==> src/rtl/mcu32x.sv <==
// mcu32x: single-cycle, non-pipelined 32-bit micro core with an internal instruction ROM,
// a 16 x 32 register file (r0 hard-wired to zero) and a small internal data RAM.
// Every clock one instruction is fetched at the PC and executed; its outputs are
// registered and become visible one cycle after execution.
//
// Optional feature: define MCU32X_MUL_EN to enable opcode C as MUL (low 32 bits of
// rs1 * rs2). Without the macro opcode C behaves like any other undefined opcode.
//
// Parameters:
//   ROM_DEPTH  - number of 32-bit instruction ROM words (PC is 4 bits)
//   DMEM_DEPTH - number of 32-bit data RAM words (indexed by address[3:0])
//   ROM_IMAGE  - ROM contents, word 0 in the least significant 32 bits
// Ports:
//   clk       in   clock, all state updates on the rising edge
//   reset     in   synchronous, active-low reset
//   result    out  value produced by the last executed instruction
//   address   out  LW/SW effective word address, otherwise PC of the executed instruction
//   mem_read  out  high for the cycle following an executed LW
//   mem_write out  high for the cycle following an executed SW
module mcu32x #(
   parameter int unsigned               ROM_DEPTH  = 16,
   parameter int unsigned               DMEM_DEPTH = 16,
   parameter logic [ROM_DEPTH*32-1:0]   ROM_IMAGE  = {
      {6{32'h0000_0000}},  // 15..10 NOP
      32'hF000_0000,       // 9  HALT
      32'h6700_00FF,       // 8  ADDI r7,r0,0xFF
      32'hA053_0001,       // 7  BEQ  r5,r3,+1
      32'h5651_0000,       // 6  XOR  r6,r5,r1
      32'h8500_0004,       // 5  LW   r5,[r0+4]
      32'h9003_0004,       // 4  SW   r3,[r0+4]
      32'h2412_0000,       // 3  SUB  r4,r1,r2
      32'h1312_0000,       // 2  ADD  r3,r1,r2
      32'h6200_0003,       // 1  ADDI r2,r0,3
      32'h6100_0005        // 0  ADDI r1,r0,5
   }
) (
   input  logic        clk,
   input  logic        reset,
   output logic [31:0] result,
   output logic [31:0] address,
   output logic        mem_read,
   output logic        mem_write
);

   typedef enum logic [3:0] {
      OpNop  = 4'h0, OpAdd = 4'h1, OpSub = 4'h2, OpAnd = 4'h3,
      OpOr   = 4'h4, OpXor = 4'h5, OpAddi = 4'h6, OpLui = 4'h7,
      OpLw   = 4'h8, OpSw  = 4'h9, OpBeq = 4'hA, OpJmp = 4'hB,
      OpMul  = 4'hC, OpHalt = 4'hF
   } opcode_e;

   logic [3:0]  pc_q, pc_d;
   logic        halted_q, halted_d;
   logic [31:0] result_q, result_d;
   logic [31:0] address_q, address_d;
   logic        mem_read_q, mem_read_d;
   logic        mem_write_q, mem_write_d;
   logic [31:0] rf_q [16];
   logic [31:0] dmem_q [DMEM_DEPTH];

   logic [31:0] instr;
   opcode_e     op;
   logic [3:0]  rd, rs1, rs2;
   logic [15:0] imm16;
   logic [31:0] rs1_val, rs2_val, simm, eff_addr;
   logic [3:0]  pc_inc;
   logic        rf_we, dm_we;
   logic [31:0] rf_wdata;

   // Words beyond ROM_DEPTH read as NOP.
   always_comb begin
      instr = '0;
      if ({28'b0, pc_q} < ROM_DEPTH) begin
         instr = ROM_IMAGE[32*pc_q +: 32];
      end
   end

   assign op       = opcode_e'(instr[31:28]);
   assign rd       = instr[27:24];
   assign rs1      = instr[23:20];
   assign rs2      = instr[19:16];
   assign imm16    = instr[15:0];
   assign rs1_val  = rf_q[rs1];
   assign rs2_val  = rf_q[rs2];
   assign simm     = {{16{imm16[15]}}, imm16};
   assign eff_addr = rs1_val + simm;
   assign pc_inc   = pc_q + 4'd1;

   always_comb begin
      pc_d        = pc_inc;
      halted_d    = halted_q;
      result_d    = '0;
      address_d   = {28'b0, pc_q};
      mem_read_d  = 1'b0;
      mem_write_d = 1'b0;
      rf_we       = 1'b0;
      rf_wdata    = '0;
      dm_we       = 1'b0;
      if (halted_q) begin
         pc_d      = pc_q;
         result_d  = result_q;
         address_d = address_q;
      end else begin
         case (op)
            OpAdd:  begin rf_we = 1'b1; rf_wdata = rs1_val + rs2_val; end
            OpSub:  begin rf_we = 1'b1; rf_wdata = rs1_val - rs2_val; end
            OpAnd:  begin rf_we = 1'b1; rf_wdata = rs1_val & rs2_val; end
            OpOr:   begin rf_we = 1'b1; rf_wdata = rs1_val | rs2_val; end
            OpXor:  begin rf_we = 1'b1; rf_wdata = rs1_val ^ rs2_val; end
            OpAddi: begin rf_we = 1'b1; rf_wdata = rs1_val + simm; end
            OpLui:  begin rf_we = 1'b1; rf_wdata = {imm16, 16'h0000}; end
`ifdef MCU32X_MUL_EN
            OpMul:  begin rf_we = 1'b1; rf_wdata = rs1_val * rs2_val; end
`endif
            OpLw: begin
               rf_we      = 1'b1;
               rf_wdata   = dmem_q[eff_addr[3:0]];
               address_d  = eff_addr;
               mem_read_d = 1'b1;
            end
            OpSw: begin
               dm_we       = 1'b1;
               result_d    = rs2_val;
               address_d   = eff_addr;
               mem_write_d = 1'b1;
            end
            OpBeq: begin
               if (rs1_val == rs2_val) pc_d = pc_inc + imm16[3:0];
               result_d = {28'b0, pc_d};
            end
            OpJmp: begin
               pc_d     = imm16[3:0];
               result_d = {28'b0, pc_d};
            end
            OpHalt: begin
               // HALT reports its own PC but keeps the previous result.
               pc_d     = pc_q;
               halted_d = 1'b1;
               result_d = result_q;
            end
            default: ;
         endcase
         if (rf_we) result_d = rf_wdata;
      end
   end

   always_ff @(posedge clk) begin
      if (!reset) begin
         pc_q        <= '0;
         halted_q    <= 1'b0;
         result_q    <= '0;
         address_q   <= '0;
         mem_read_q  <= 1'b0;
         mem_write_q <= 1'b0;
         for (int i = 0; i < 16; i++) rf_q[i] <= '0;
         for (int i = 0; i < int'(DMEM_DEPTH); i++) dmem_q[i] <= '0;
      end else begin
         pc_q        <= pc_d;
         halted_q    <= halted_d;
         result_q    <= result_d;
         address_q   <= address_d;
         mem_read_q  <= mem_read_d;
         mem_write_q <= mem_write_d;
         if (rf_we && rd != 4'd0) rf_q[rd] <= rf_wdata;
         if (dm_we) dmem_q[eff_addr[3:0]] <= rs2_val;
      end
   end

   assign result    = result_q;
   assign address   = address_q;
   assign mem_read  = mem_read_q;
   assign mem_write = mem_write_q;

endmodule

==> config.mk <==
export PLATFORM = sky130hd
export DESIGN_NAME = mcu32x
export DESIGN_NICKNAME = d
export VERILOG_FILES = /design/src/rtl/mcu32x.sv
export SDC_FILE = /design/constraint.sdc
export NUM_CORES = 1
export LEC_CHECK = 0
export CELL_PAD_IN_SITES_DETAIL_PLACEMENT = 2
export CELL_PAD_IN_SITES_GLOBAL_PLACEMENT = 2
export CORE_ASPECT_RATIO = 0.75
export CORE_MARGIN = 2
export CORE_UTILIZATION = 40
export DETAILED_ROUTE_END_ITERATION = 7
export MAX_ROUTING_LAYER = met4
export PLACE_DENSITY = 0.71
export SYNTH_ARGS = -nofsm -noshare
export SYNTH_HDL_FRONTEND = slang
export SYNTH_SLANG_ARGS = --single-unit
==> constraint.sdc <==
create_clock -name clk -period 8.7 [get_ports clk]
set_input_delay 1.74 -clock clk [delete_from_list [all_inputs] [get_ports clk]]
set_output_delay 1.74 -clock clk [all_outputs]
set_load 0.05 [all_outputs]
# [Word-level counts from Yosys, hierarchy flattened]
# Memories as Yosys holds them, arrays and structs flattened.
# Cells that the tools add are included.
[totals] mem_count=2 ramBits=1024 word_cells=71 input_bits=2 regBits=71
[mem_list] name="dmem_q" words=16 width=32 rd=1 rd_clocked_by_memory_dff=0 wr=16 line="59" text="logic [31:0] dmem_q [DMEM_DEPTH];"
[mem_list] name="rf_q" words=16 width=32 rd=2 rd_clocked_by_memory_dff=0 wr=16 line="58" text="logic [31:0] rf_q [16];"
[op_classes] n_mux=28 eq_ne=14 bitwise=6 shift=1 addsub=5 reduce_logical=9
[op_table] op="$shiftx A512 B10 Y32 const A" count=1
[op_table] op="$pmux W32 S8" count=1
[op_table] op="$mux W32" count=5
[op_table] op="$pmux W32 S4" count=1
[op_table] op="$add A32 B32 Y32" count=2
[op_table] op="$reduce_or A32 Y1" count=2
[op_table] op="$and A32 B32 Y32" count=1
[op_table] op="$eq A32 B32 Y1" count=1
[op_table] op="$or A32 B32 Y32" count=1
[op_table] op="$sub A32 B32 Y32" count=1
[op_table] op="$xor A32 B32 Y32" count=1
[op_table] op="$eq A4 B4 Y1 const B" count=5
[op_table] op="$mux W1" count=17
[op_table] op="$eq A4 B3 Y1 const B" count=4
[op_table] op="$mux W4" count=3
[op_table] op="$pmux W4 S3" count=1
[op_table] op="$eq A4 B2 Y1 const B" count=2
[op_table] op="$reduce_or A8 Y1" count=1
[op_table] op="$add A4 B1 Y4 const B" count=1
[op_table] op="$add A4 B4 Y4" count=1
[op_table] op="$eq A4 B1 Y1 const B" count=1
[op_table] op="$reduce_and A2 Y1" count=2
[op_table] op="$reduce_bool A4 Y1" count=1
[op_table] op="$reduce_or A2 Y1" count=2
[op_table] op="other kinds (3)" count=5

# [Depth between registers and ports, before layout]
# Gate-level depths: netlist (run 1).
[depth] depth_word=12 depth_mapped=25 mapped_depth_nobuf=19

# [Least setup slack after synthesis (run 1)]
# OpenSTA, ideal clock, no wires.
[synth_path] path_kind="flip-flop to flip-flop" from="register pc_q[2]" to="memory dmem_q[0][0], enable pin" synth_period_minus_slack_ps=6665 path_stages_with_launch=22 setup_slack_ps=2035 arrival_time_ps=6275 required_time_ps=8311 n_path_buf=13 path_cell_list="dfxtp_1 > buf_2 > buf_6 > buf_6 > buf_2 > buf_1 > clkbuf_1 > clkbuf_1 > mux2i_1 > a21oi_1 > ha_1 > inv_1 > fa_1 > clkbuf_1 > buf_2 > buf_1 > clkbuf_1 > clkbuf_1 > nor3b_1 > nand3_1 > clkbuf_1 > nand2_1"
[synth_rtl] item="from (decl)" line="52" text="logic [3:0] pc_q, pc_d;"
[synth_rtl] item="from (signal assigned)" line="158" text="pc_q <= pc_d;"
[synth_rtl] item="to (decl)" line="59"

==> results of run 1 <==
==> synth_stat cells, types with 9 or more instances <==
master,instances
a211oi_1,10
a21o_1,19
a21oi_1,150
a221o_1,16
a221oi_1,26
a22oi_1,20
a31oi_1,29
and2_1,11
and3_1,17
buf_1,16
buf_2,14
clkbuf_1,230
dfxtp_1,71
edfxtp_1,672
ha_1,119
inv_1,113
mux2_2,19
mux2i_1,39
mux4_2,128
nand2_1,402
nand2b_1,13
nand3_1,78
nand4_1,16
nor2_1,752
nor2b_1,35
nor3_1,35
nor4_1,18
o21a_1,28
o21ai_0,94
o21ai_1,37
o21bai_1,14
o221ai_1,26
o22ai_1,28
o31a_1,13
o31ai_1,9
or3_1,13
xnor2_1,38
==> cell usage in the layout (no fill, tap or decap), types with 19 or more instances in the layout <==
master             n
a21o_1            19
a21oi_1          150
a221oi_1          26
a22oi_1           20
a31oi_1           28
buf_4            108
clkbuf_1          19
clkbuf_16         85
clkdlybuf4s50_1   66
conb_1            32
dfxtp_1           69
edfxtp_1         672
ha_1             118
inv_1            113
mux2_2            19
mux2i_1           39
mux4_2           128
nand2_1          382
nand2_2           21
nand3_1           76
nor2_1           750
nor2b_1           35
nor3_1            35
o21a_1            28
o21ai_0           93
o21ai_1           24
o221ai_1          26
o22ai_1           28
xnor2_1           36
==> sequential cells by signal, summed over array words and instances (netlist names) <==
name,cells
mem_read,1
mem_write,1
address,32
rf_q,160
pc_q,4
halted_q,1
result,32
dmem_q,512
==> cells by family after synthesis <==
family          count (synthesis)  share of synthesized area
other cells                     1                 0.00009779
simple gates                 1423                     0.1553
buf+inv                       379                    0.03853
compound gates                585                     0.1006
xor+xnor                       44                    0.01005
mux                           187                    0.09129
flops                         743                     0.5633
fa+ha+maj                     123                    0.04091
==> metrics by stage <==
step                      power, mW  hold WS [ns]  cells  area, sq um    util
after floorplan               8.284        0.6438   3516        38470       -
after global placement        10.45        0.4718   4679        40760  0.4284
after detailed placement      10.65        0.4861   4679        40760  0.4284
after CTS                     14.13        0.5112   4819        43310  0.4552
after global routing          14.70        0.5217   4820        43320  0.4552
final                         14.17        0.5008   4821        43320  0.4553
==> layout make-up <==
class	count	area, sq um
inverter	114	427.9
multi-input combinational	2394	15630
antenna	2	5.005
fill	9639	51830
timing repair buffer	178	1536
clock buffer	108	2253
clock inverter	32	299.0
sequential	743	21600
tap	1250	1564
==> worst paths after layout <==
kind,start,endpoint,depth (start not counted)
hold / removal,address[3],address[3],1
setup / recovery,pc_q[1],rf_q[3][29],19
hold reg to reg,address[3],address[3],1
setup reg to reg,pc_q[1],rf_q[3][29],19
==> power groups by stage <==
| stage | Clock (mW) | Sequential, mW | Combinational, mW |
|---|---|---|---|
| finish | 3.45 | 4.34 | 6.38 |
| detailed placement | 0 | 4.41 | 6.24 |
| global route | 3.62 | 4.36 | 6.72 |
| CTS | 3.50 | 4.34 | 6.29 |
| global placement | 0 | 4.38 | 6.07 |
| floorplan | 0 | 4.58 | 3.71 |
==> worst reg2reg max path: cells and delay by family (launching register included) <==
family                     cells  cell delay [ns]
DFF                            1             0.62
adders and majority gates      2             1.05
and+or+nand+nor                7             1.71
buffers and inverters          3             1.03
muxes                          1             0.13
AOI/OAI and AO/OA              6             2.64
==> per-layer routing <==
metal  vias to the layer above  global-route usage  share of wire
met5                         -                   -              0
met2                      1229              0.5180           0.46
met4                         0              0.1044          0.035
met1                     15900              0.4460           0.43
li1                      12590                   -              -
met3                       268             0.05446          0.069
==> results.md, run 1 <==
- Critical Path End Type: flop
- PD cells: about 330 nW/um^2
- Clock sinks: about 740
- Pint: 8.089 mW
- Drt total wl: around 160000 um
- RSZ-0062 raised after global routing: false
- Initial antenna violation count: 1
- Hold violation count in the final report: 0
- First-pass GRT wire length: about 230000 um
- Hold buffer count at cts: 0
- R2R Setup Slk: ~1.2 ns
- Synth cell types: 89
- Average wire per standard cell: between 30 and 40 um
- Max incr delay on CP: around 0.9 ns
- H-tree depth: 3
- Die Wd: between 300 and 400 um
- Yosys top cell area share: 0.5262
- Antenna viol nets, final: 0
- Max VDD drop: roughly 0.23 mV
- Register share of total power: 0.306
- Async set or reset register ratio after synthesis: 0
- Worst slew margin: 0.1622
- Io pins: 68
- Setup TNS: 0 ns
- Pin count of the biggest net entering global routing: 87
- FP Rows: slightly below 100
- Arrival time of the worst setup path: ~8 ns
- # DRC: 0
- Leading post-synthesis cells by cell area: edfxtp_1, mux4_2, nor2_1, nand2_1, ha_1
- Net count, final: roughly 3600
- Period minus WS final: 7.456 ns
- Crit start category: flop
- Share of post-route cells with drive strength above 1: 0.1264
- Max_cap viols: 0
- Grt ovf: 0
- Post-CTS Setup Repair Bufs: 0
- Die ar.: between 90000 and 100000 sq um
- Mapped Area: roughly 38000 sq um
- Worst path slowest cell: o41ai_1
- Cells after Synth: roughly 3500
- GRT Overall Usage: 0.3322
- Power share of the clock group: 0.244
- Clock Pin Slew Worst Setup and Hold Paths: ~0.060 ns
- Worst Setup Path Type: reg -> reg
- CTS tree: done
- Vias in the first global route: approximately 32000
- Vias: 29990
- Logic pwr share: 0.450
- CTS root buf: clkbuf_16
- Ys flop type: edfxtp_1
- Crit Path Max Fanout: 38
- Vias per cell: 6.220
- I/O Buffers: 67
- Worst Max-Slew Pin Slew: 1.252 ns
- Max clock buf depth: 3
- Sw Share: 0.4290
- Setup WS pre-CTS: 1.389 ns
- Setup-failing EPs final: 0
- Post-CTS Resized: 0
- Slew Viols, Final: 0
- Yosys reg bits: ~740
- Hpwl dp: 103300 um
- CP Cell Sequence: inv_1 -> ha_1 -> a211oi_4 -> buf_4 -> buf_4 -> nand2_1 -> nand3_1 -> o21ai_2 -> ha_1 -> or3_1 -> nor2b_1 -> o311a_1 -> nor3_1 -> o41ai_1 -> a21oi_1 -> o21ai_0 -> mux2i_1 -> nor4_2 -> nor2_1
- CTS Buf Count: 81
- Buffers & Inverters on Critical Path: 3
- Leakage: roughly 16 nW
- Worst-Skew Late Latency: between 0.6 and 0.7 ns
- Core area: 95150 sq um
- Syn_area_per_cell: 11.00 sq um
- Area leader, netlist: edfxtp_1
- Layout Skew: about 0.03 ns
- Layout area overhead: 12.96%
- Net Sw Power: about 6.1 mW
- FMAX: ~0.13 GHz
- CP required: approximately 9.1 ns
- DR iter-0 viols: 3044
- Drt first pass iters: 5
- Seq/Total Area, Yosys: 0.5633
- Worst min path class: reg -> reg
- Status: completed
- Starting Density: 0.4030
- Final period util: 0.8570
- Die Y: 272.2 um
- Yosys warns: 0
- CP delay by family, top: compound AO/OA/AOI/OAI gates
- Post-layout worst setup margin: about 1.2 ns
- Post-synth EDFFs: roughly 670
- GPL Wtd Cong: between 1 and 1.5
Power figures use the tool's default switching activity.
==> run 2, diff against run 1 <==
Settings changed: GPL_ROUTABILITY_DRIVEN from default to 0, REMOVE_ABC_BUFFERS from default to 1.
==> run 2 against run 1 <==
Against the previous run: fmax down 1.8%; sequential cell count unchanged; first-iteration DRC count up 0.26%; via count about the same; critical path type unchanged; largest cell class unchanged.
==> results.md, run 2 (synthesis gave the netlist of run 1 again) <==
- Setup-failing EPs final: 0
- First-pass GRT wire length: about 230000 um
- Max clock buf depth: 3
- Drt total wl: between 150000 and 200000 um
- Post-CTS Resized: 0
- Max VDD drop: between 0.15 and 0.2 mV
- Vias in the first global route: roughly 32000
- Power share of the clock group: 0.241
- Average wire per standard cell: ~32 um
- Critical Path End Type: flop
- Period minus WS final: roughly 7.6 ns
- Post-CTS Setup Repair Bufs: 0
- Layout Skew: roughly 0.043 ns
- Leakage: 16.12 nW
- Pint: 8.030 mW
- Grt ovf: 0
- Biggest regs: dmem_q: 512 flops, rf_q: 160 flops
- Crit Path Max Fanout: 30
- Clock Pin Slew Worst Setup and Hold Paths: approximately 0.06 ns
- Worst Max-Slew Pin Slew: around 1.3 ns
- Starting Density: 0.4030
- Number of flip-flops in the largest register: between 500 and 600
- Max_cap viols: 0
- CTS tree: done
- FMAX: around 0.13 GHz
- # DRC: 0
- Crit start category: flop
- Final period util: 0.8730
- Most common cell after layout, fill and taps aside: nor2_1
- Slew Viols, Final: 0
- Pin count of the biggest net entering global routing: between 50 and 60
- Io pins: 68
- Vias per cell: approximately 6.2
- Setup WS pre-CTS: 1.300 ns
- GRT Overall Usage: 0.3247
- CP required: a little over 9 ns
- Hpwl dp: approximately 100000 um
- Layout area overhead: 12.99%
- Arrival time of the worst setup path: 8.01 ns
- Status: completed
- DR iter-0 viols: around 3100
- Net Sw Power: just over 6 mW
- Sw Share: 0.4314
- Worst slew margin: 0.1239
- Antenna viol nets, final: 0
- Reg with most FFs: dmem_q
- CTS Buf Count: between 80 and 90
- Die ar.: 98390 sq um
- Die Y: about 270 um
- Register share of total power: 0.307
- CTS root buf: clkbuf_16
- Hold buffer count at cts: 0
- Core area: approximately 95000 sq um
- H-tree depth: 3
- Logic pwr share: 0.452
- Clock sinks: roughly 740
- Initial antenna violation count: 2
- Die Wd: 361.5 um
- Most frequent cells in the layout: nor2_1, edfxtp_1, nand2_1, a21oi_1, mux4_2
- PD cells: between 300 and 400 nW/um^2
- I/O Buffers: 67
- Drt first pass iters: 6
- Power Total: between 10 and 15 mW
- Worst-Skew Late Latency: approximately 0.7 ns
- Worst Setup Path Type: reg -> reg
- Net count, final: 3641
- FP Rows: approximately 100
- Fillers: between 9000 and 10000
- Share of post-route cells with drive strength above 1: 0.1273
- Post-layout worst setup margin: 1.105 ns
- Vias: 29960
- RSZ-0062 raised after global routing: false
- Worst min path class: reg -> reg
- Hold violation count in the final report: 0
-- run 2: changes by cell type in the layout (fill, tap and decap cells not counted), sizes merged --
| cell | previous run | this run |
|---|---|---|
| diode | 2 | 5 |
| clkinv | 22 | 40 |
| buf | 112 | 116 |
| clkinvlp | 3 | 6 |
| clkbuf | 108 | 99 |
| bufinv | 2 | 3 |
| inv | 119 | 114 |
-- run 2: final timing paths --
kind,cells past startpoint,startpoint,slack [ns],to
max,18,pc_q[0],1.10,rf_q[5][25]
min reg2reg,1,address[3],0.49,address[3]
min,1,address[3],0.49,address[3]
max reg2reg,18,pc_q[0],1.10,rf_q[5][25]
-- run 2: per-stage QoR --
stage	area, sq um	hold slack [ns]	instances	setup TNS (ns)	utilization
final	43330	0.4887	4836	0	0.4554
after global routing	43320	0.5201	4834	0	0.4553
after CTS	43320	0.4911	4831	0	0.4552
after detailed placement	40760	0.4768	4683	0	0.4284
after global placement	40760	0.4672	4683	0	0.4284
after floorplan	37420	0.5538	3251	-683.71	-
-- run 2: area by class of cell --
| class | instances | area [sq um] | area share |
|---|---|---|---|
| antenna | 5 | 12.51 | 0.0002888 |
| clock buffer | 99 | 2115 | 0.04880 |
| clock inverter | 49 | 439.2 | 0.01014 |
| inverter | 114 | 429.2 | 0.009905 |
| multi-input combinational | 2394 | 15630 | 0.3606 |
| sequential | 743 | 21600 | 0.4986 |
| tap | 1250 | 1564 | 0.03610 |
| timing repair buffer | 182 | 1541 | 0.03558 |
-- run 2: critical path, stage by stage, from the launching register on --
cell and delay, ns:
dfxtp_1 0.56, inv_1 0.29, ha_1 0.52, a211oi_4 0.57, buf_4 0.45, buf_4 0.46, nand2_1 0.11, nand3_1 0.11
o21ai_2 0.26, ha_1 0.58, or3_1 0.48, nor2b_1 0.23, o311a_1 0.28, nor3_1 0.13, o41ai_1 0.79, a21oi_1 0.32
a221o_1 0.43, a221oi_2 0.60, nor2_1 0.10
-- run 2: power groups by stage --
stage	combinational (mW)	sequential [mW]	clock, mW
floorplan	3.84	4.59	0
finish	6.39	4.33	3.41
global route	6.76	4.36	3.60
CTS	6.31	4.33	3.46
detailed placement	6.27	4.40	0
global placement	6.08	4.38	0
-- run 2: metal layers --
| metal | share of wire | track usage |
|---|---|---|
| met4 | 0.032 | 0.09518 |
| met1 | 0.43 | 0.4318 |
| met5 | 0 | - |
| met3 | 0.063 | 0.04705 |
| met2 | 0.47 | 0.5188 |
